==> src/rtl/pwr_spec_pkg.sv <==
// Shared types and default sizes for the power-spectrum accumulator feeder.
package pwr_spec_pkg;

    localparam int unsigned DW_IN_DEF  = 25;
    localparam int unsigned DW_OUT_DEF = 50;
    localparam int unsigned POINTS_DEF = 8192;
    localparam int unsigned PT_W       = $clog2(POINTS_DEF);

    // Accumulation run sequencing states
    typedef enum logic [2:0] {
        IDLE,
        ARM,
        ACCUM,
        FLUSH,
        DUMP
    } state_e;

endpackage

==> src/rtl/pwr_spec_mag2.sv <==
// Two-stage |X|^2 pipeline: stage 1 squares re and im, stage 2 sums them.
// Ports: clk, rst_n; in_valid/re_i/im_i (signed sample); out_valid/out_mag
// (unsigned 2*DW_IN-bit magnitude, zero when out_valid is low).
module pwr_spec_mag2 #(
    parameter int unsigned DW_IN = 25
) (
    input  logic                      clk,
    input  logic                      rst_n,
    input  logic                      in_valid,
    input  logic signed [DW_IN-1:0]   re_i,
    input  logic signed [DW_IN-1:0]   im_i,
    output logic                      out_valid,
    output logic [2*DW_IN-1:0]        out_mag
);

    localparam int unsigned PW   = 2 * DW_IN;
    localparam int unsigned SQ_W = PW - 1;

    logic [SQ_W-1:0] re_sq_d, re_sq_q;
    logic [SQ_W-1:0] im_sq_d, im_sq_q;
    logic [PW-1:0]   mag_d, mag_q;
    logic            v1_q, v2_q;

    // A square of a DW_IN-bit signed value never exceeds 2^(2*DW_IN-2), so
    // SQ_W unsigned bits hold it; unaccepted samples are forced to zero.
    always_comb begin
        re_sq_d = in_valid ? SQ_W'(PW'(re_i) * PW'(re_i)) : '0;
        im_sq_d = in_valid ? SQ_W'(PW'(im_i) * PW'(im_i)) : '0;
        mag_d   = PW'(re_sq_q) + PW'(im_sq_q);
    end

    always_ff @(posedge clk or negedge rst_n) begin
        if (!rst_n) begin
            re_sq_q <= '0;
            im_sq_q <= '0;
            mag_q   <= '0;
            v1_q    <= 1'b0;
            v2_q    <= 1'b0;
        end else begin
            re_sq_q <= re_sq_d;
            im_sq_q <= im_sq_d;
            mag_q   <= mag_d;
            v1_q    <= in_valid;
            v2_q    <= v1_q;
        end
    end

    assign out_valid = v2_q;
    assign out_mag   = mag_q;

endmodule

==> src/rtl/pwr_spec_acc_ctrl.sv <==
// Feeds |X|^2 of FFT frames to the FIFO power-spectrum accumulator and
// sequences a multi-pulse accumulation run.
// Ports: acc_start/pls_num start a run; fft_re/fft_im/fft_valid/fft_sof carry
// frames; data_out/valid_out (valid leads data by VALID_LEAD) go to the
// accumulator; is_first_pls, Buffer_En, busy, done, frame_err report status.
module pwr_spec_acc_ctrl
    import pwr_spec_pkg::*;
#(
    parameter int unsigned DW_IN      = DW_IN_DEF,
    parameter int unsigned DW_OUT     = DW_OUT_DEF,
    parameter int unsigned POINTS     = POINTS_DEF,
    parameter int unsigned PLS_W      = 16,
    parameter int unsigned VALID_LEAD = 3,
    parameter int unsigned FLUSH_CYC  = 4,
    parameter int unsigned DUMP_CYC   = 8200
) (
    input  logic                    clk,
    input  logic                    rst_n,
    input  logic                    acc_start,
    input  logic [PLS_W-1:0]        pls_num,
    input  logic signed [DW_IN-1:0] fft_re,
    input  logic signed [DW_IN-1:0] fft_im,
    input  logic                    fft_valid,
    input  logic                    fft_sof,
    output logic [DW_OUT-1:0]       data_out,
    output logic                    valid_out,
    output logic                    is_first_pls,
    output logic                    Buffer_En,
    output logic                    busy,
    output logic                    done,
    output logic                    frame_err
);

    localparam int unsigned PT_W_L    = $clog2(POINTS);
    localparam int unsigned WORD_LAT  = 2 + VALID_LEAD;
    // FLUSH spans the drain of the last word plus the idle gap
    localparam int unsigned FLUSH_TOT = WORD_LAT + FLUSH_CYC;
    localparam int unsigned SEQ_MAX   = (DUMP_CYC > FLUSH_TOT) ? DUMP_CYC : FLUSH_TOT;
    localparam int unsigned SEQ_W     = $clog2(SEQ_MAX + 1);
    localparam int unsigned FP_W      = $clog2(WORD_LAT + 1);

    state_e              state_d, state_q;
    logic [PT_W_L-1:0]   pt_cnt_d, pt_cnt_q;
    logic [PLS_W-1:0]    pls_cnt_d, pls_cnt_q;
    logic [PLS_W-1:0]    pls_tgt_d, pls_tgt_q;
    logic [SEQ_W-1:0]    seq_cnt_d, seq_cnt_q;
    logic [FP_W-1:0]     fp_cnt_d, fp_cnt_q;
    logic                is_first_d, is_first_q;
    logic                buf_en_d, buf_en_q;
    logic                busy_d, busy_q;
    logic                done_d, done_q;
    logic                ferr_d, ferr_q;
    logic                accept_c;
    logic                mag_valid;
    logic [2*DW_IN-1:0]  mag_data;
    logic [DW_OUT-1:0]   dly_d [VALID_LEAD];
    logic [DW_OUT-1:0]   dly_q [VALID_LEAD];

    pwr_spec_mag2 #(.DW_IN(DW_IN)) u_mag2 (
        .clk       (clk),
        .rst_n     (rst_n),
        .in_valid  (accept_c),
        .re_i      (fft_re),
        .im_i      (fft_im),
        .out_valid (mag_valid),
        .out_mag   (mag_data)
    );

    // Next-state, counters and status flags
    always_comb begin
        state_d    = state_q;
        pt_cnt_d   = pt_cnt_q;
        pls_cnt_d  = pls_cnt_q;
        pls_tgt_d  = pls_tgt_q;
        seq_cnt_d  = seq_cnt_q;
        fp_cnt_d   = fp_cnt_q;
        is_first_d = is_first_q;
        buf_en_d   = buf_en_q;
        ferr_d     = ferr_q;
        done_d     = 1'b0;
        accept_c   = 1'b0;

        // is_first_pls falls once the last first-pulse word has left data_out
        if (fp_cnt_q != '0) begin
            fp_cnt_d = fp_cnt_q - FP_W'(1);
            if (fp_cnt_q == FP_W'(1)) begin
                is_first_d = 1'b0;
            end
        end

        unique case (state_q)
            IDLE: begin
                buf_en_d = 1'b0;
                if (acc_start) begin
                    pls_tgt_d  = (pls_num == '0) ? PLS_W'(1) : pls_num;
                    pls_cnt_d  = '0;
                    pt_cnt_d   = '0;
                    seq_cnt_d  = '0;
                    fp_cnt_d   = '0;
                    ferr_d     = 1'b0;
                    is_first_d = 1'b1;
                    buf_en_d   = 1'b1;
                    state_d    = ARM;
                end
            end
            ARM: begin
                if (fft_valid && fft_sof) begin
                    accept_c = 1'b1;
                    pt_cnt_d = PT_W_L'(1);
                    state_d  = ACCUM;
                end
            end
            ACCUM: begin
                if (fft_valid) begin
                    if (fft_sof) begin
                        // sof always (re)starts a frame; mid-frame it flags an error
                        accept_c = 1'b1;
                        pt_cnt_d = PT_W_L'(1);
                        if (pt_cnt_q != '0) begin
                            ferr_d = 1'b1;
                        end
                    end else if (pt_cnt_q != '0) begin
                        accept_c = 1'b1;
                        if (pt_cnt_q == PT_W_L'(POINTS - 1)) begin
                            pt_cnt_d  = '0;
                            pls_cnt_d = pls_cnt_q + PLS_W'(1);
                            if (pls_cnt_q == '0) begin
                                fp_cnt_d = FP_W'(WORD_LAT);
                            end
                            if (pls_cnt_q + PLS_W'(1) == pls_tgt_q) begin
                                seq_cnt_d = '0;
                                state_d   = FLUSH;
                            end
                        end else begin
                            pt_cnt_d = pt_cnt_q + PT_W_L'(1);
                        end
                    end
                end
            end
            FLUSH: begin
                if (seq_cnt_q == SEQ_W'(FLUSH_TOT - 1)) begin
                    seq_cnt_d = '0;
                    buf_en_d  = 1'b0;
                    state_d   = DUMP;
                end else begin
                    seq_cnt_d = seq_cnt_q + SEQ_W'(1);
                end
            end
            DUMP: begin
                buf_en_d = 1'b0;
                done_d   = (seq_cnt_q == SEQ_W'(DUMP_CYC - 2));
                if (seq_cnt_q == SEQ_W'(DUMP_CYC - 1)) begin
                    seq_cnt_d = '0;
                    state_d   = IDLE;
                end else begin
                    seq_cnt_d = seq_cnt_q + SEQ_W'(1);
                end
            end
            default: begin
                state_d = IDLE;
            end
        endcase

        busy_d = (state_d != IDLE);
    end

    // Data delay line: valid_out leads its data_out word by VALID_LEAD cycles
    always_comb begin
        dly_d[0] = DW_OUT'(mag_data);
        for (int i = 1; i < int'(VALID_LEAD); i++) begin
            dly_d[i] = dly_q[i-1];
        end
    end

    always_ff @(posedge clk or negedge rst_n) begin
        if (!rst_n) begin
            state_q    <= IDLE;
            pt_cnt_q   <= '0;
            pls_cnt_q  <= '0;
            pls_tgt_q  <= '0;
            seq_cnt_q  <= '0;
            fp_cnt_q   <= '0;
            is_first_q <= 1'b0;
            buf_en_q   <= 1'b0;
            busy_q     <= 1'b0;
            done_q     <= 1'b0;
            ferr_q     <= 1'b0;
            for (int i = 0; i < int'(VALID_LEAD); i++) begin
                dly_q[i] <= '0;
            end
        end else begin
            state_q    <= state_d;
            pt_cnt_q   <= pt_cnt_d;
            pls_cnt_q  <= pls_cnt_d;
            pls_tgt_q  <= pls_tgt_d;
            seq_cnt_q  <= seq_cnt_d;
            fp_cnt_q   <= fp_cnt_d;
            is_first_q <= is_first_d;
            buf_en_q   <= buf_en_d;
            busy_q     <= busy_d;
            done_q     <= done_d;
            ferr_q     <= ferr_d;
            for (int i = 0; i < int'(VALID_LEAD); i++) begin
                dly_q[i] <= dly_d[i];
            end
        end
    end

    assign data_out     = dly_q[VALID_LEAD-1];
    assign valid_out    = mag_valid;
    assign is_first_pls = is_first_q;
    assign Buffer_En    = buf_en_q;
    assign busy         = busy_q;
    assign done         = done_q;
    assign frame_err    = ferr_q;

endmodule

==> config.mk <==
export PLATFORM = sky130hd
export DESIGN_NAME = pwr_spec_acc_ctrl
export DESIGN_NICKNAME = d
export VERILOG_FILES = /design/src/rtl/pwr_spec_pkg.sv /design/src/rtl/pwr_spec_mag2.sv /design/src/rtl/pwr_spec_acc_ctrl.sv
export SDC_FILE = /design/constraint.sdc
export NUM_CORES = 2
export LEC_CHECK = 0
export ABC_CLOCK_PERIOD_IN_PS = 4040
export BUFFER_PORTS_ARGS = -buffer_cell sky130_fd_sc_hd__buf_2
export CAP_MARGIN = 0
export CORE_UTILIZATION = 35
export CTS_CLUSTER_DIAMETER = 40
export DETAILED_ROUTE_END_ITERATION = 8
export HOLD_SLACK_MARGIN = 0.08
export PLACE_DENSITY = 0.51
export SLEW_MARGIN = 20
export SYNTH_ARGS = -nofsm -noshare
export SYNTH_HDL_FRONTEND = slang
export SYNTH_SLANG_ARGS = --single-unit
==> constraint.sdc <==
create_clock -name clk -period 4.04 [get_ports clk]
set_input_delay 0.202 -clock clk [delete_from_list [all_inputs] [get_ports clk]]
set_output_delay 0.202 -clock clk [all_outputs]
set_load 0.03 [all_outputs]
== Yosys cells after proc, flatten, opt, wreduce, memory -nomap -nowiden ==
Index checks and enable logic that the tools add are counted.

* Muxes and demuxes: 61
* Eq/ne operators: 20
* Add/subtract/negate cells: 5
* Multiply operators: 2
* Reduce and logical (&&, ||, !) cells: 17

{| class="wikitable"
|+ Operators by type and width
! operator !! number
|-
| 2-to-1 mux 14 bit || 8
|-
| multiplier 25 x 25 -> 49 bit || 2
|-
| 2-to-1 mux 49 bit || 2
|-
| 2-to-1 mux 16 bit || 6
|-
| 2-to-1 mux 13 bit || 6
|-
| one-hot mux 14 bit (4 select lines) || 1
|-
| adder 49 x 49 -> 50 bit || 1
|-
| 2-to-1 mux 3 bit || 16
|-
| one-hot mux 13 bit (3 select lines) || 1
|-
| zero test 16 bit || 2
|-
| one-hot mux 16 bit (2 select lines) || 1
|-
| equality test 14 bit (second input constant) || 2
|-
| inequality test 2 bit (second input constant) || 9
|-
| adder 16 x 1 -> 16 bit (second input constant) || 1
|-
| equality test 16 bit || 1
|-
| 2-to-1 mux 1 bit || 15
|-
| one-hot mux 3 bit (5 select lines) || 1
|-
| adder 14 x 1 -> 14 bit (second input constant) || 1
|-
| equality test 14 x 4 -> 1 bit (second input constant) || 1
|-
| adder 13 x 1 -> 13 bit (second input constant) || 1
|-
| equality test 13 bit (second input constant) || 1
|-
| nonzero test 13 bit || 1
|-
| nonzero test 3 bit || 4
|-
| AND reduction 5 bit || 2
|-
| 15 further kinds || 19
|}

* Register bits after elaboration: 370
* Word-level logic and storage cells: 124
* Output and inout port bits: 56

== Logic depth before layout (Yosys ltp) ==
* Word-level depth: 9
* Gate-level depth with buffers: 29
* Depth with buffers taken out: 27

== Hierarchy ==
Synthesis repeated with hierarchy kept, for this count alone.

* Cell total of the unflattened synthesis: 5498
* Area total of the unflattened synthesis: 55223.0 um^2

{| class="wikitable"
|+ By module, submodules not included
! module !! cells each !! sequential area each (um^2) !! instances !! area an instance (um^2)
|-
| pwr_spec_mag2 || 4819 || 3703.6 || 1 || 46752.3
|-
| pwr_spec_acc_ctrl || 679 || 5505.3 || 1 || 8470.6
|}

== Worst setup path before layout ==
No wires, ideal clock.

* Kind: input -> register
* Start: input port fft_re[24]
* End: register u_mag2.re_sq_q[46]
* Stages on the path: 24
* Required time: 3.908 ns
* Data arrival time: 7.073 ns
* Setup slack: -3.165 ns
* Path through: clkbuf_1 buf_1 nand2_1 inv_1 fa_1 fa_1 inv_1 fa_1 inv_1 fa_1 fa_1 fa_1 fa_1 ha_1 clkbuf_1 a21o_1 a21o_1 a21o_1 a21o_1 a21o_1 a221o_1 a21oi_1 xor2_1 nor2_1

* Cells in the longest elaborated chain, start to end: 2

{| class="wikitable"
|+ RTL lines
! what !! line !! text
|-
| start: declaration || pwr_spec_acc_ctrl.sv:21 || <nowiki>input logic signed [DW_IN-1:0] fft_re,</nowiki>
|-
| multiplier 25 x 25 -> 49 bit || pwr_spec_mag2.sv:27 || <nowiki>re_sq_d = in_valid ? SQ_W'(PW'(re_i) * PW'(re_i)) : '0;</nowiki>
|-
| 2-to-1 mux 49 bit || pwr_spec_mag2.sv:27 ||
|-
| via u_mag2.re_sq_d[46] || pwr_spec_mag2.sv:19 || <nowiki>logic [SQ_W-1:0] re_sq_d, re_sq_q;</nowiki>
|-
| end signal: assignment || pwr_spec_mag2.sv:40 || <nowiki>re_sq_q <= re_sq_d;</nowiki>
|-
| end: declaration || pwr_spec_mag2.sv:19 ||
|}

The timed path passes the listed nets, and every way through them passes these cells.
A chain may end at the register's enable or synchronous reset.

== Worst setup path in the final report ==
* Start: input port fft_re[6]
* End: register u_mag2.re_sq_q[46]

Same word-level chain as after synthesis.

==> flow_summary_export.csv <==
group,metric,value,unit
clock_tree,cts_htree_levels,2,
finish,final_cell_count_no_fill,8413,
global_route,met2_usage,33.7,%
synthesis,synth-seq-cells,368,
placed_design,gp_congestion,0.857,
synthesis,ys_warn_count,0,
global_route,grt_pass1_vias,43500,
drt,drt_iter0_markers,1428,
sta,min_period_over_period,153,%
global_route,grt_max_degree,95,
synthesis,synth_top_area_cell,"fa_1",
sta,fmax,162,MHz
sta,period_minus_slack,6160,ps
setup_path,cp_max_fo,7,
setup_path,cp-startpoint,"fft_re[6]",
synthesis,synth_area_leaders,"fa_1 (44%), dfrtp_1 (17%), inv_1 (9.8%)",
setup_path,worst_ep_required_time,4470,ps
global_route,busiest_layer,"met2",
synthesis,yosys-top-cells-count,"inv_1 (1420), fa_1 (1196), nand2_1 (437)",
clock_tree,clock-sinks,368,
synthesis,syn-num-nets,6982,
global_route,grt_overflow,0,
floorplanning,die_w,396,microns
floorplanning,fp.coreArea,154000,sq um
synthesis,yosysMostFrequentCell,"inv_1",
clock_tree,clk_pin_slew,60,ps
clock_tree,ctsLongestPathBuffers,3,
finish,layout-drive-gt1-share,27.6,%
setup_path,r2r-start,"u_mag2.re_sq_q[3]$_DFF_PN0_",
sta,setup_viol,81,
synthesis,synth_area,54300,sq um
clock_tree,cts-root-buf,"clkbuf_16",
synthesis,synth_top_cell_area_share,44.1,%
setup_path,cp.arrival,6590,ps
clock_tree,cts_tree,"yes",
synthesis,synth_edf_count,0,
setup_path,critPathMaxStageDelay,610,ps
sta,fin_skew,36.5,ps
placed_design,dpl.cell_count,8171,
setup_path,startpoint_type,"input port",
global_route,use_met1,23.4,%
setup_path,worstRegToRegCells,11,
drt,via_per_inst,4.54,
placed_design,dp_hpwl,118,mm
setup_path,ff2ff_setup_slack,370,ps
global_route,grt_use_met3,1.98,%
synthesis,synthDistinctLibCells,84,
finish,fin_area,70200,sq um
setup_path,setup.worst_path.class,"in2reg",
global_route,grt_usage,18.4,%
sta,maxSlewHeadroom,36.7,%
run_status,run_status,"finished with violations",
floorplanning,rows,144,
flow_run,cap_viol_max_count,0,
floorplanning,dieArea,157000,sq um
placed_design,port_buffers,126,
floorplanning,die_y,396,microns
run_status,violations,"setup timing",
placed_design,place_area,64300,sq um
drt,num_vias,38200,
finish,fin_nets,7950,
sta,drv_slew,0,
setup_path,critPathCapture,"u_mag2.re_sq_q[46]$_DFF_PN0_",
sta,layout_setup_ws,-2120,ps
finish,syn_to_final_growth,29.4,%
drt,wire_per_inst,16.4,microns
synthesis,synth_flop_cell,"dfrtp_1",
placed_design,place_ws,-2960,ps
setup_path,end_kind,"register",
floorplanning,io_pins,127,
drt,routed_wl,138,mm
synthesis,synth.avg_cell_area,10.1,sq um
clock_tree,clk-insertion-delay-late,580,ps
sta,finalHoldViolations,0,
hold_path,worstHoldPathType,"in2async",
floorplanning,initial_utilization,35.2,%
setup_path,r2r_end,"u_mag2.out_mag[45]$_DFF_PN0_",
global_route,antenna_found_initial,5,
synthesis,syn_inst,5357,
global_route,grt_pass1_wl,228,mm
synthesis,async_flop_share,100,%
clock_tree,numCtsBuffers,47,
sta,rsz0062_at_grt,"yes",
finish,nFillCells,14700,
drt,drc,0,
drt,drt-pass1-iter-count,5,
sta,tightest_slew,949,ps
setup_path,cpMaxStageDelayCell,"fa_2",
drt,postRouteAntennaNets,0,
synthesis,yosysSeqAreaShare,17.0,%
sequential cells by signal, indices dropped and copies added (netlist names):
name / count
pls_cnt_q: 16
u_mag2.re_sq_q: 48
busy: 1
fp_cnt_q: 3
seq_cnt_q: 14
pls_tgt_q: 16
frame_err: 1
u_mag2.im_sq_q: 48
done: 1
state_q: 3
u_mag2.v1_q: 1
u_mag2.out_mag: 50
dly_d: 100
pt_cnt_q: 13
data_out: 50
is_first_pls: 1
Buffer_En: 1
u_mag2.out_valid: 1
layout by cell type, fill, tap and decap left out, types with 74 or more instances in the layout:
| cell | netlist | layout |
|---|---|---|
| inv_1 | 1420 | 1308 |
| fa_1 | 1196 | 1135 |
| buf_4 | 2 | 751 |
| dfrtp_1 | 368 | 368 |
| nand2_1 | 437 | 354 |
| ha_1 | 358 | 280 |
| and2_1 | 249 | 199 |
| nor2_1 | 225 | 198 |
| buf_6 | 3 | 131 |
| inv_2 | 0 | 107 |
| xnor2_1 | 122 | 101 |
| a21oi_1 | 116 | 81 |
| buf_2 | 2 | 78 |
| o21ai_0 | 114 | 74 |
stage by stage:
| step | utilization, % | setup TNS, ps | hold slack, ps |
|---|---|---|---|
| 2_1_floorplan | - | -130500 | -93.6 |
| 3_3_place_gp | 41.7 | -189290 | 273 |
| 3_5_place_dp | 41.7 | -191100 | 287 |
| 4_1_cts | 44.8 | -119860 | 251 |
| 5_1_grt | 45.6 | -135310 | 288 |
| 6_report | 45.6 | -118970 | 243 |
worst max-delay path: cells and delay by family:
| kind | cells | cell delay [ps] |
|---|---|---|
| AND/OR/NAND/NOR | 2 | 200 |
| AO/OA/AOI/OAI | 7 | 1320 |
| adder cells (fa/ha/maj) | 8 | 3930 |
| XOR/XNOR | 1 | 140 |
| buffers and inverters | 7 | 770 |
kinds of logic after synthesis:
group / synth area share [%]
buffers and inverters: 10.9
AO/OA/AOI/OAI: 5.78
multiplexers: 0.440
flip-flops: 17.0
adder cells (fa/ha/maj): 52.4
AND/OR/NAND/NOR: 10.4
XOR/XNOR: 3.07
metal layers:
layer / routed length, microns / up-vias
met1: 57700 / 19700
li1: - / 17900
met3: 4500 / 177
met5: 0 / -
met2: 72900 / 533
met4: 3140 / 0
timing repair:
action,CTS,global route
setup endpoints to repair,82,84
gates resized for setup,565,221
hold endpoints to repair,107,0
buffers inserted,93,46
hold buffers,21,0
gates cloned,4,0
pin swaps,266,174
worst min path at each step:
stage / cells after the start / startpoint / endpoint
floorplan: 0 / rst_n / Buffer_En$_DFFE_PN0P_
global placement: 1 / rst_n / dly_d[11]$_DFF_PN0_
detailed placement: 1 / rst_n / dly_d[11]$_DFF_PN0_
CTS: 2 / rst_n / data_out[11]$_DFF_PN0_
global route: 2 / rst_n / data_out[11]$_DFF_PN0_
finish: 2 / rst_n / data_out[11]$_DFF_PN0_
final cells by class:
class / count / area [sq um] / share of cell area (%)
Timing Repair Buffer: 1072 / 9430 / 13.4
Multi-Input combinational cell: 3415 / 41900 / 59.7
Tap cell: 2044 / 2560 / 3.64
Clock inverter: 37 / 490 / 0.698
Clock buffer: 51 / 1230 / 1.76
Sequential cell: 368 / 9210 / 13.1
Inverter: 1421 / 5360 / 7.64
Antenna cell: 5 / 12.5 / 0.0178
Power is not shown: default switching activity piles up to over one toggle a cycle in this logic, so the estimate is an artifact.
